`src/rtl/fracturable_mac_pipelined.sv`:
```
// fracturable_mac_pipelined
//   Pipelined fracturable multiply-accumulate. FULL mode forms one W x W
//   product; SPLIT mode forms two independent lane products (LO_W x LO_W and
//   HI_W x HI_W, HI_W = W-LO_W) with no cross-lane carry. Each operand is
//   signed or unsigned under control of a_sign/b_sign. Each lane owns an
//   ACC_W = 2*W+G accumulator with a sticky overflow flag. Streaming, no
//   backpressure; a valid beat at edge N produces out_valid at edge N+3.
//
// Ports
//   clk, reset          clock, synchronous active-high reset
//   in_valid            operand beat valid
//   a, b                operands (W bits)
//   a_sign, b_sign      1: operand (or each operand lane) is two's complement
//   split               0: FULL, 1: SPLIT
//   acc_en              1: accumulate, 0: load accumulator with product
//   out_valid           result beat valid
//   acc_lo, acc_hi      FULL: full accumulator / 0; SPLIT: low / high lane
//   ovf_lo, ovf_hi      sticky overflow of the matching accumulator
module fracturable_mac_pipelined #(
    parameter int W    = 9,
    parameter int LO_W = 4,
    parameter int G    = 4
) (
    input  logic                 clk,
    input  logic                 reset,
    input  logic                 in_valid,
    input  logic [W-1:0]         a,
    input  logic [W-1:0]         b,
    input  logic                 a_sign,
    input  logic                 b_sign,
    input  logic                 split,
    input  logic                 acc_en,
    output logic                 out_valid,
    output logic [2*W+G-1:0]     acc_lo,
    output logic [2*W+G-1:0]     acc_hi,
    output logic                 ovf_lo,
    output logic                 ovf_hi
);

    localparam int HI_W  = W - LO_W;
    localparam int ACC_W = 2*W + G;

    // Overflow of a modulo-2^ACC_W addition: for signed lanes both addends
    // share a sign and the sum sign differs; for unsigned lanes a carry out.
    function automatic logic add_ovf(input logic [ACC_W-1:0] x,
                                     input logic [ACC_W-1:0] y,
                                     input logic             sgn);
        logic [ACC_W:0] s;
        s = {1'b0, x} + {1'b0, y};
        if (sgn)
            return (x[ACC_W-1] == y[ACC_W-1]) && (s[ACC_W-1] != x[ACC_W-1]);
        else
            return s[ACC_W];
    endfunction

    // ---------------- S1: operand registers ----------------
    logic [W-1:0] a_p0, b_p0;
    logic         a_sign_p0, b_sign_p0, split_p0, acc_en_p0, vld_p0;

    always_ff @(posedge clk) begin
        if (reset) vld_p0 <= 1'b0;
        else       vld_p0 <= in_valid;
    end

    always_ff @(posedge clk) begin
        a_p0      <= a;
        b_p0      <= b;
        a_sign_p0 <= a_sign;
        b_sign_p0 <= b_sign;
        split_p0  <= split;
        acc_en_p0 <= acc_en;
    end

    // ---------------- S2: lane products ----------------
    // Operands are extended to the truncated product width, so the low 2*w
    // bits of the modular product equal the truncated exact product.
    logic signed [2*W-1:0]    fa_x, fb_x, f_prod;
    logic signed [2*LO_W-1:0] la_x, lb_x, l_prod;
    logic signed [2*HI_W-1:0] ha_x, hb_x, h_prod;
    logic                     sg_p0;
    logic signed [ACC_W-1:0]  prod_lo_d, prod_hi_d;

    always_comb begin
        sg_p0  = a_sign_p0 | b_sign_p0;
        fa_x   = {{W{a_p0[W-1] & a_sign_p0}}, a_p0};
        fb_x   = {{W{b_p0[W-1] & b_sign_p0}}, b_p0};
        la_x   = {{LO_W{a_p0[LO_W-1] & a_sign_p0}}, a_p0[LO_W-1:0]};
        lb_x   = {{LO_W{b_p0[LO_W-1] & b_sign_p0}}, b_p0[LO_W-1:0]};
        ha_x   = {{HI_W{a_p0[W-1] & a_sign_p0}}, a_p0[W-1:LO_W]};
        hb_x   = {{HI_W{b_p0[W-1] & b_sign_p0}}, b_p0[W-1:LO_W]};
        f_prod = fa_x * fb_x;
        l_prod = la_x * lb_x;
        h_prod = ha_x * hb_x;
        if (split_p0) begin
            prod_lo_d = {{(ACC_W-2*LO_W){sg_p0 & l_prod[2*LO_W-1]}}, l_prod};
            prod_hi_d = {{(ACC_W-2*HI_W){sg_p0 & h_prod[2*HI_W-1]}}, h_prod};
        end else begin
            prod_lo_d = {{G{sg_p0 & f_prod[2*W-1]}}, f_prod};
            prod_hi_d = '0;
        end
    end

    logic signed [ACC_W-1:0] prod_lo_p1, prod_hi_p1;
    logic                    a_sign_p1, b_sign_p1, split_p1, acc_en_p1, vld_p1;

    always_ff @(posedge clk) begin
        if (reset) vld_p1 <= 1'b0;
        else       vld_p1 <= vld_p0;
    end

    always_ff @(posedge clk) begin
        prod_lo_p1 <= prod_lo_d;
        prod_hi_p1 <= prod_hi_d;
        a_sign_p1  <= a_sign_p0;
        b_sign_p1  <= b_sign_p0;
        split_p1   <= split_p0;
        acc_en_p1  <= acc_en_p0;
    end

    // ---------------- S3: accumulate ----------------
    logic signed [ACC_W-1:0] acc_lo_p2, acc_hi_p2;
    logic                    ovf_lo_p2, ovf_hi_p2, vld_p2;
    logic                    have_prev, prev_split, prev_a_sign, prev_b_sign;
    logic                    load_p1, sg_p1;

    // A change of lane layout or signedness makes the old sum meaningless,
    // so such a beat restarts the accumulator regardless of acc_en.
    always_comb begin
        sg_p1   = a_sign_p1 | b_sign_p1;
        load_p1 = !acc_en_p1 || !have_prev || (split_p1 != prev_split) ||
                  (a_sign_p1 != prev_a_sign) || (b_sign_p1 != prev_b_sign);
    end

    always_ff @(posedge clk) begin
        if (reset) begin
            vld_p2    <= 1'b0;
            have_prev <= 1'b0;
            acc_lo_p2 <= '0;
            acc_hi_p2 <= '0;
            ovf_lo_p2 <= 1'b0;
            ovf_hi_p2 <= 1'b0;
        end else begin
            vld_p2 <= vld_p1;
            if (vld_p1) begin
                have_prev <= 1'b1;
                if (load_p1) begin
                    acc_lo_p2 <= prod_lo_p1;
                    ovf_lo_p2 <= 1'b0;
                end else begin
                    acc_lo_p2 <= acc_lo_p2 + prod_lo_p1;
                    ovf_lo_p2 <= ovf_lo_p2 | add_ovf(acc_lo_p2, prod_lo_p1, sg_p1);
                end
                if (!split_p1) begin
                    acc_hi_p2 <= '0;
                    ovf_hi_p2 <= 1'b0;
                end else if (load_p1) begin
                    acc_hi_p2 <= prod_hi_p1;
                    ovf_hi_p2 <= 1'b0;
                end else begin
                    acc_hi_p2 <= acc_hi_p2 + prod_hi_p1;
                    ovf_hi_p2 <= ovf_hi_p2 | add_ovf(acc_hi_p2, prod_hi_p1, sg_p1);
                end
            end
        end
    end

    always_ff @(posedge clk) begin
        if (vld_p1) begin
            prev_split  <= split_p1;
            prev_a_sign <= a_sign_p1;
            prev_b_sign <= b_sign_p1;
        end
    end

    // ---------------- Output registers ----------------
    always_ff @(posedge clk) begin
        if (reset) begin
            out_valid <= 1'b0;
            acc_lo    <= '0;
            acc_hi    <= '0;
            ovf_lo    <= 1'b0;
            ovf_hi    <= 1'b0;
        end else begin
            out_valid <= vld_p2;
            if (vld_p2) begin
                acc_lo <= acc_lo_p2;
                acc_hi <= acc_hi_p2;
                ovf_lo <= ovf_lo_p2;
                ovf_hi <= ovf_hi_p2;
            end
        end
    end

endmodule
```
`config.mk`:
```
export PLATFORM = sky130hd
export DESIGN_NAME = fracturable_mac_pipelined
export DESIGN_NICKNAME = d
export VERILOG_FILES = /design/src/rtl/fracturable_mac_pipelined.sv
export SDC_FILE = /design/constraint.sdc
export NUM_CORES = 1
export LEC_CHECK = 0
export BUFFER_PORTS_ARGS = -buffer_cell sky130_fd_sc_hd__buf_2
export CORE_MARGIN = 2
export CORE_UTILIZATION = 60
export DETAILED_ROUTE_END_ITERATION = 12
export PLACE_DENSITY_LB_ADDON = 0.3
export SETUP_SLACK_MARGIN = 0.02
export SKIP_LAST_GASP = 1
export SLEW_MARGIN = 20
export SYNTH_ARGS = -nofsm -noshare
export SYNTH_HDL_FRONTEND = slang
export SYNTH_SLANG_ARGS = --single-unit
export TNS_END_PERCENT = 1
```
`constraint.sdc`:
```
create_clock -name clk -period 9.2 [get_ports clk]
set_clock_uncertainty 0.2 [all_clocks]
set_input_delay 1.38 -clock clk [delete_from_list [all_inputs] [get_ports clk]]
set_output_delay 1.38 -clock clk [all_outputs]
set_load 0.03 [all_outputs]
```
After elaboration in Yosys (flattened, before gate mapping)
Cells that the tools add are included.
- output and inout bits: 47
- register bits after elaboration: 159
- reduce and logical (&&, ||, !) cells: 8
- equal/unequal tests: 7
- add/subtract/negate cells: 4
- $mul: 3
- bitwise logic cells: 11
- muxes and demuxes: 16
- operator list (operator ; number):
    2-to-1 mux 22 bit ; 4
    adder 22 x 22 -> 23 bit ; 2
    adder 22 x 11 -> 22 bit ; 1
    adder 22 bit ; 1
    multiplier 10 x 10 -> 18 bit ; 1
    2-to-1 mux 1 bit ; 12
    multiplier 6 x 6 -> 10 bit ; 1
    multiplier 5 x 5 -> 8 bit ; 1
    AND 1 bit ; 7
    inequality test 1 bit ; 5
    logical OR 1 bit ; 4
    OR 1 bit ; 4
    equality test 1 bit ; 2
    logical AND 1 bit ; 2
    logical NOT 1 bit ; 2

Logic depth before layout (Yosys ltp)
Gate-level depths: netlist of run 1.
- depth in word-level cells: 12
- gate-level depth with buffers: 21

Worst setup path after synthesis of run 1
OpenSTA, ideal clock, no wires.
- path type: reg-to-reg
- from: register b_p0[8]
- to: register prod_lo_p1[20]
- setup time: 115 ps
- required time: 8885 ps
- stages on the path, launching flop included: 21
- slack: 3387 ps
- data arrival time: 5499 ps
- path buffers: 1
- cells stage by stage: dfxtp_1 clkbuf_1 nand2_1 or2_2 fa_1 fa_1 inv_1 fa_1 fa_1 inv_1 fa_1 inv_1 ha_1 or3_1 o21bai_1 a31oi_1 o211ai_1 a31oi_1 xnor2_1 o21ai_1 o21a_1
- cells in the longest elaborated chain, start to end: 4
- ends and longest elaborated chain (element ; RTL line ; source):
    start, declared ; 57 ; logic [W-1:0] a_p0, b_p0;
    start signal, assigned ; 67 ; b_p0 <= b;
    AND 1 bit ; 86 ; fb_x = {{W{b_p0[W-1] & b_sign_p0}}, b_p0};
    multiplier 10 x 10 -> 18 bit (*) ; 91 ; f_prod = fa_x * fb_x;
    AND 1 bit (*) ; 98 ; prod_lo_d = {{G{sg_p0 & f_prod[2*W-1]}}, f_prod};
    2-to-1 mux 22 bit (*) ; 94 ; if (split_p0) begin
    end signal, assigned ; 112 ; prod_lo_p1 <= prod_lo_d;
    end, declared ; 103 ; logic signed [ACC_W-1:0] prod_lo_p1, prod_hi_p1;
Every way passes the cells marked *; elsewhere a longest branch is shown, timed or not.
A chain may end at the register's enable or synchronous reset.

Worst setup path in the final report of run 1
Same ends and word-level chain as after synthesis.

==> reports/qor.csv, run 1 <==
stage,metric,value,unit
floorplan,Die ar.,0.0213,sq mm
cells_and_area,fin cells,1666,
cells_and_area,Synth-to-Final Area Change,8.88,%
cts,CTS H-Tree Depth,4,
power,Pleak,6.32,nW
logic_synthesis,YS warnings,0,
logic_synthesis,synthesized area per cell,9.01,sq um
cts,clock buffer count from CTS,17,
global_routing,grt ovf,0,
cts,clk_lat worst skew,0.45,ns
power,pwr dens,225,mW/mm^2
cells_and_area,nets,1633,
power,Max VDD drop,175,uV
critical_path,"Slowest-stage cell, CP",fa_1,
cts,post-cts repair resize count,0,
critical_path,family with the most delay on the worst path,adder cells,
cts,CTS tree,built,
sta,final setup vio count,0,
sta,Max Freq,0.163,GHz
power,Final Power,2.97,mW
critical_path,CP required,9.33,ns
cts,post-CTS setup buffers,0,
place,cell area after placement,0.0126,sq mm
cts,cts-stage hold buffer count,0,
sta,RSZ-0062 raised after global routing,no,
floorplan,Starting Density,61.7,%
detailed_routing,Post-route DRC,0,
floorplan,Core Area,0.0197,sq mm
critical_path,CP cell instances,nand2_1 > or2_2 > fa_1 > fa_1 > inv_1 > fa_1 > fa_1 > inv_1 > fa_1 > inv_1 > ha_1 > or3_1 > o21bai_1 > a31oi_1 > o211ai_1 > a31oi_1 > xnor2_1 > o21ai_1 > o21a_1,
logic_synthesis,commonest cells in the netlist,"inv_1, dfxtp_1, nor2_1, ha_1, nand2_1",
logic_synthesis,synth unique cells,73,
global_routing,gr usage total,24.2,%
sta,worst hold slack,0.170,ns
critical_path,"slowest stage delay, CP",0.55,ns
detailed_routing,drt first pass iters,5,
critical_path,CP Class,reg -> reg,
place,dpl cells,1634,
logic_synthesis,mapped cell area,0.0121,sq mm
detailed_routing,WL final,24600,microns
detailed_routing,DR WL/cell,14.8,microns
detailed_routing,routed via count,9182,
logic_synthesis,Most used DFF post-synth,dfxtp_1,
cells_and_area,ant diodes,0,
logic_synthesis,Post-Syn Nets,1590,
logic_synthesis,main area contributors after synthesis,"dfxtp_1, fa_1, ha_1, inv_1, mux2i_1",
critical_path,CP Capture Type,flop,
job,max-cap viol count,0,
logic_synthesis,register area share after synthesis,26.0,%
critical_path,Worst path most repeated cell,fa_1,
cts,Clock Tree Buf Depth,2,
logic_synthesis,Gate Count Post-Synth,1345,
sta,endpoints failing hold,0,
critical_path,crit path DAT,6.27,ns
logic_synthesis,post-synth top area share,25.3,%
logic_synthesis,asr flop ratio synth,0,%
global_routing,first-pass GRT wire length,42700,microns
cells_and_area,final instance area,0.0132,sq mm
logic_synthesis,Post-synth EDFFs,3,
detailed_routing,initial drt markers,482,
logic_synthesis,"count leader, synth",inv_1,
critical_path,crit-path max FO,12,
floorplan,I/O pins,72,
cts,Root Driver,clkbuf_16,
cts,clk sink count,156,
global_routing,number of global-route vias before repair,8954,
place,final HPWL from detailed placement,18200,microns
outcome,status,finished clean,
sta,setup TNS,0,ns
sta,crit share post-route,66.7,%
floorplan,FP Rows,51,
place,input/output buffers,71,
sta,Worst Max-Slew Pin Slew,0.936,ns
sta,max-slew violation count,0,
global_routing,largest net degree at the start of global routing,86,
critical_path,CP Launch Type,flop,
global_routing,initial antenna violation count,0,
cells_and_area,layout cell share with drive strength beyond 1,9.49,%
detailed_routing,Via density,5.51,
place,Final GP Congestion,0.894,
cts,Clock Pin Slew Worst Setup and Hold Paths,0.07,ns
detailed_routing,number of antenna-violating nets in the routed design,0,
floorplan,DIE HEIGHT,146,microns
critical_path,WP buf/inv,3,
sta,Max transition margin,37.6,%
sta,Final Critical Period,6.14,ns
min_path,HP Class,reg -> reg,
logic_synthesis,"flops & latches, synth",156,
floorplan,Die Width,146,microns
logic_synthesis,largest area contributor in the netlist,dfxtp_1,
[where the power goes]
group	switching, mW	total, mW	internal [mW]
sequential	0.0725	0.824	0.752
combinational	0.813	1.44	0.625
clock	0.339	0.706	0.367
total	1.22	2.97	1.74
[registers in the layout, summed over array words and instances (netlist names), 9 cells and up]
register	count
prod_lo_p1	19
prod_hi_p1	11
acc_hi_p2	22
acc_lo_p2	22
acc_hi	22
a_p0	9
acc_lo	22
b_p0	9
[cell usage in the layout (no fill, tap or decap), types with 7 or more instances in the layout]
cell and count:
a211oi_1 13, a21o_1 18, a21oi_1 60, a31oi_1 8, and2_1 54, and3_1 12, buf_2 71, clkbuf_16 17
dfxtp_1 151, fa_1 104, ha_1 116, inv_1 166, mux2i_1 52, nand2_1 106, nand2b_1 15, nand3_1 18
nor2_1 123, nor2b_1 13, nor3_1 17, o211ai_1 7, o21a_1 15, o21ai_0 62, o21bai_1 8, or2_2 10
xnor2_1 43, xor2_1 25
[worst reg2reg max path: cells and delay by family (launching register included)]
family / cells / cell delay (ns)
and+or+nand+nor: 3 / 1.04
buffers and inverters: 3 / 0.14
adders and majority gates: 6 / 2.81
AOI/OAI and AO/OA: 6 / 1.15
DFF: 1 / 0.54
xor gates and xnor gates: 1 / 0.14
[path summary, 6_finish.rpt]
| check | startpoint | to | slack (ns) | cells after the start |
|---|---|---|---|---|
| setup / recovery | b_p0[8] | prod_lo_p1[20] | 3.06 | 19 |
| hold / removal | acc_en_p0 | acc_en_p1 | 0.17 | 0 |
| setup reg to reg | b_p0[8] | prod_lo_p1[20] | 3.06 | 19 |
| hold reg to reg | acc_en_p0 | acc_en_p1 | 0.17 | 0 |
[logic make-up (layout without fill, tap and decap cells)]
logic type | count (synthesis) | after routing | share of synthesized area [%]
DFF | 156 | 156 | 26.0
and+or+nand+nor | 393 | 393 | 15.6
xor gates and xnor gates | 68 | 68 | 4.92
AOI/OAI and AO/OA | 234 | 234 | 12.6
buffers and inverters | 220 | 276 | 7.25
muxes | 54 | 54 | 4.48
adders and majority gates | 220 | 220 | 29.2
[routing by layer]
metal | GRT usage (%) | part of all wire [%]
met5 | 0 | 0
met2 | 39.7 | 47
met1 | 33.2 | 47
met4 | 6.41 | 1.4
met3 | 4.25 | 4.8
[cell type report]
class,instances,area (sq um)
clock buffers,17,425
clock inverters,15,168
fillers,1609,6460
inverters,167,627
multi-input cells,969,8090
flip-flops and latches,156,3160
well taps,265,332
repair buffers,77,400
[per-stage QoR]
step | setup slack, ns | utilization (%)
global route | 2.56 | 67.1
global placement | 3.17 | 64.1
CTS | 3.07 | 67.1
floorplan | 3.39 | -
finish | 3.06 | 67.1
detailed placement | 3.08 | 64.1
No activity file was read; power rests on OpenSTA's default activity.
==> run 2, diff against run 1 <==
--- a/config.mk
+++ b/config.mk
@@ -7,7 +7,7 @@
 export LEC_CHECK = 0
 export BUFFER_PORTS_ARGS = -buffer_cell sky130_fd_sc_hd__buf_2
 export CORE_MARGIN = 2
-export CORE_UTILIZATION = 60
+export CORE_UTILIZATION = 57
 export DETAILED_ROUTE_END_ITERATION = 12
 export PLACE_DENSITY_LB_ADDON = 0.3
 export SETUP_SLACK_MARGIN = 0.02
==> constraint.sdc (replaced) <==
create_clock -name clk -period 5.14 [get_ports clk]
set_clock_uncertainty 0.2 [all_clocks]
set_input_delay 0.771 -clock clk [delete_from_list [all_inputs] [get_ports clk]]
set_output_delay 0.771 -clock clk [all_outputs]
set_load 0.03 [all_outputs]
==> reports/qor.csv, run 2 (same netlist as run 1, synthesis figures left out) <==
stage,metric,value,unit
outcome,status,finished with violations,
outcome,failing checks,setup timing,
critical_path,CP Class,reg -> reg,
floorplan,Die Width,150,microns
cells_and_area,final instance area,0.0138,sq mm
detailed_routing,routed via count,9382,
cells_and_area,nets,1689,
sta,PnR worst setup slack,-0.00329,ns
critical_path,crit-path max FO,6,
job,max-cap viol count,0,
cts,Root Driver,clkbuf_16,
cells_and_area,"most common cell after layout, fill and taps aside",inv_1,
power,Max VDD drop,332,uV
place,final HPWL from detailed placement,19600,microns
min_path,HP Class,reg -> reg,
cells_and_area,layout cell share with drive strength beyond 1,15.6,%
power,pwr dens,416,mW/mm^2
global_routing,largest net degree at the start of global routing,84,
floorplan,Starting Density,57.8,%
sta,crit share post-route,100,%
cts,clock buffer count from CTS,17,
sta,Max transition margin,35.0,%
cts,Clock Pin Slew Worst Setup and Hold Paths,0.07,ns
place,pre-CTS WS,-0.160,ns
place,input/output buffers,71,
global_routing,number of global-route vias before repair,9139,
place,cell area after placement,0.0131,sq mm
sta,max-slew violation count,0,
cells_and_area,ant diodes,0,
critical_path,CP required,5.25,ns
sta,Max Freq,0.194,GHz
detailed_routing,initial drt markers,467,
place,Final GP Congestion,0.916,
global_routing,gr usage total,23.9,%
floorplan,DIE HEIGHT,150,microns
cts,Clock Tree Buf Depth,2,
cells_and_area,Synth-to-Final Area Change,14.1,%
critical_path,CP Launch Type,flop,
detailed_routing,drt first pass iters,5,
detailed_routing,Post-route DRC,0,
detailed_routing,Via density,5.42,
cells_and_area,register area,0.00318,sq mm
detailed_routing,WL final,25600,microns
critical_path,crit path DAT,5.26,ns
sta,endpoints failing hold,0,
floorplan,FP Rows,53,
global_routing,grt ovf,0,
power,Pleak,6.63,nW
cts,CTS tree,built,
critical_path,CP Capture Type,flop,
place,dpl cells,1695,
cells_and_area,fin cells,1732,
cts,clk_lat worst skew,0.43,ns
floorplan,Die ar.,0.0224,sq mm
cells_and_area,area of the multi-input gates,0.00821,sq mm
sta,Worst Max-Slew Pin Slew,0.973,ns
cts,CTS H-Tree Depth,4,
global_routing,initial antenna violation count,0,
sta,final setup vio count,1,
sta,RSZ-0062 raised after global routing,yes,
floorplan,Core Area,0.0210,sq mm
cells_and_area,fillers,1684,
sta,Final Critical Period,5.14,ns
cts,clk sink count,156,
cells_and_area,"leading cell types in the layout, fill and taps excluded","inv_1, dfxtp_1, nor2_1",
floorplan,I/O pins,72,
global_routing,first-pass GRT wire length,43200,microns
cts,cts-stage hold buffer count,0,
detailed_routing,number of antenna-violating nets in the routed design,0,
detailed_routing,DR WL/cell,14.8,microns
-- run 2: cell count changes in the layout (fill, tap and decap cells not counted), sizes merged --
| cell | before | now |
|---|---|---|
| bufinv | 0 | 3 |
| clkinv | 5 | 4 |
| clkinvlp | 1 | 0 |
| inv | 176 | 173 |
| clkbuf | 17 | 19 |
| buf | 77 | 133 |
-- run 2: power by group --
| group | internal [mW] | switching [mW] |
|---|---|---|
| Clock | 0.802 | 0.537 |
| Combinational | 1.38 | 1.57 |
| Sequential | 1.35 | 0.121 |
-- run 2: final timing paths --
| path | start | endpoint | slack [ns] | cells after the start |
|---|---|---|---|---|
| worst max-delay path | a_p0[6] | prod_lo_p1[20] | -0.003 | 18 |
| worst min-delay path | acc_en_p0 | acc_en_p1 | 0.16 | 0 |
| worst max register to register | a_p0[6] | prod_lo_p1[20] | -0.003 | 18 |
| worst min register to register | acc_en_p0 | acc_en_p1 | 0.16 | 0 |
-- run 2: what timing repair did --
item                                    CTS  global route
cloned                                    0             0
endpoints found under the setup margin    6             8
resized for setup                        19            19
setup buffers                             1             4
pin swaps                                 8            14
-- run 2: cell type report --
cell class	count	share of cell area, %
repair buffers	133	6.08
flip-flops and latches	156	23.0
inverters	167	4.53
multi-input cells	969	59.4
clock inverters	13	1.26
well taps	275	2.49
clock buffers	19	3.28
-- run 2: per-layer routing --
metal | GRT usage (%) | wire, microns | up-vias
met3 | 3.38 | 1040 | 41
met4 | 6.60 | 405 | 0
met5 | 0 | 0 | -
met1 | 32.0 | 12000 | 4469
li1 | - | - | 4671
met2 | 40.5 | 12100 | 201
-- run 2: stage by stage --
stage | hold slack (ns) | TNS, ns | power [mW] | util, %
detailed placement | 0.153 | -0.399 | 4.26 | 62.3
global route | 0.165 | -0.928 | 6.23 | 66.0
global placement | 0.151 | 0 | 4.18 | 62.3
floorplan | 0.110 | 0 | 3.53 | -
finish | 0.165 | -0.00329 | 5.76 | 66.0
CTS | 0.164 | -0.117 | 5.64 | 65.5
-- run 2: worst max-delay path, cell delays in order (launching register included) --
cell	delay, ns
dfxtp_2	0.34
buf_4	0.13
buf_4	0.15
or2_2	0.31
fa_1	0.54
inv_1	0.05
fa_1	0.48
fa_1	0.55
inv_1	0.05
fa_1	0.54
fa_1	0.55
inv_1	0.04
ha_1	0.24
nor3_1	0.18
o211ai_1	0.11
a31oi_1	0.17
xnor2_1	0.14
o21ai_1	0.09
o21a_1	0.15
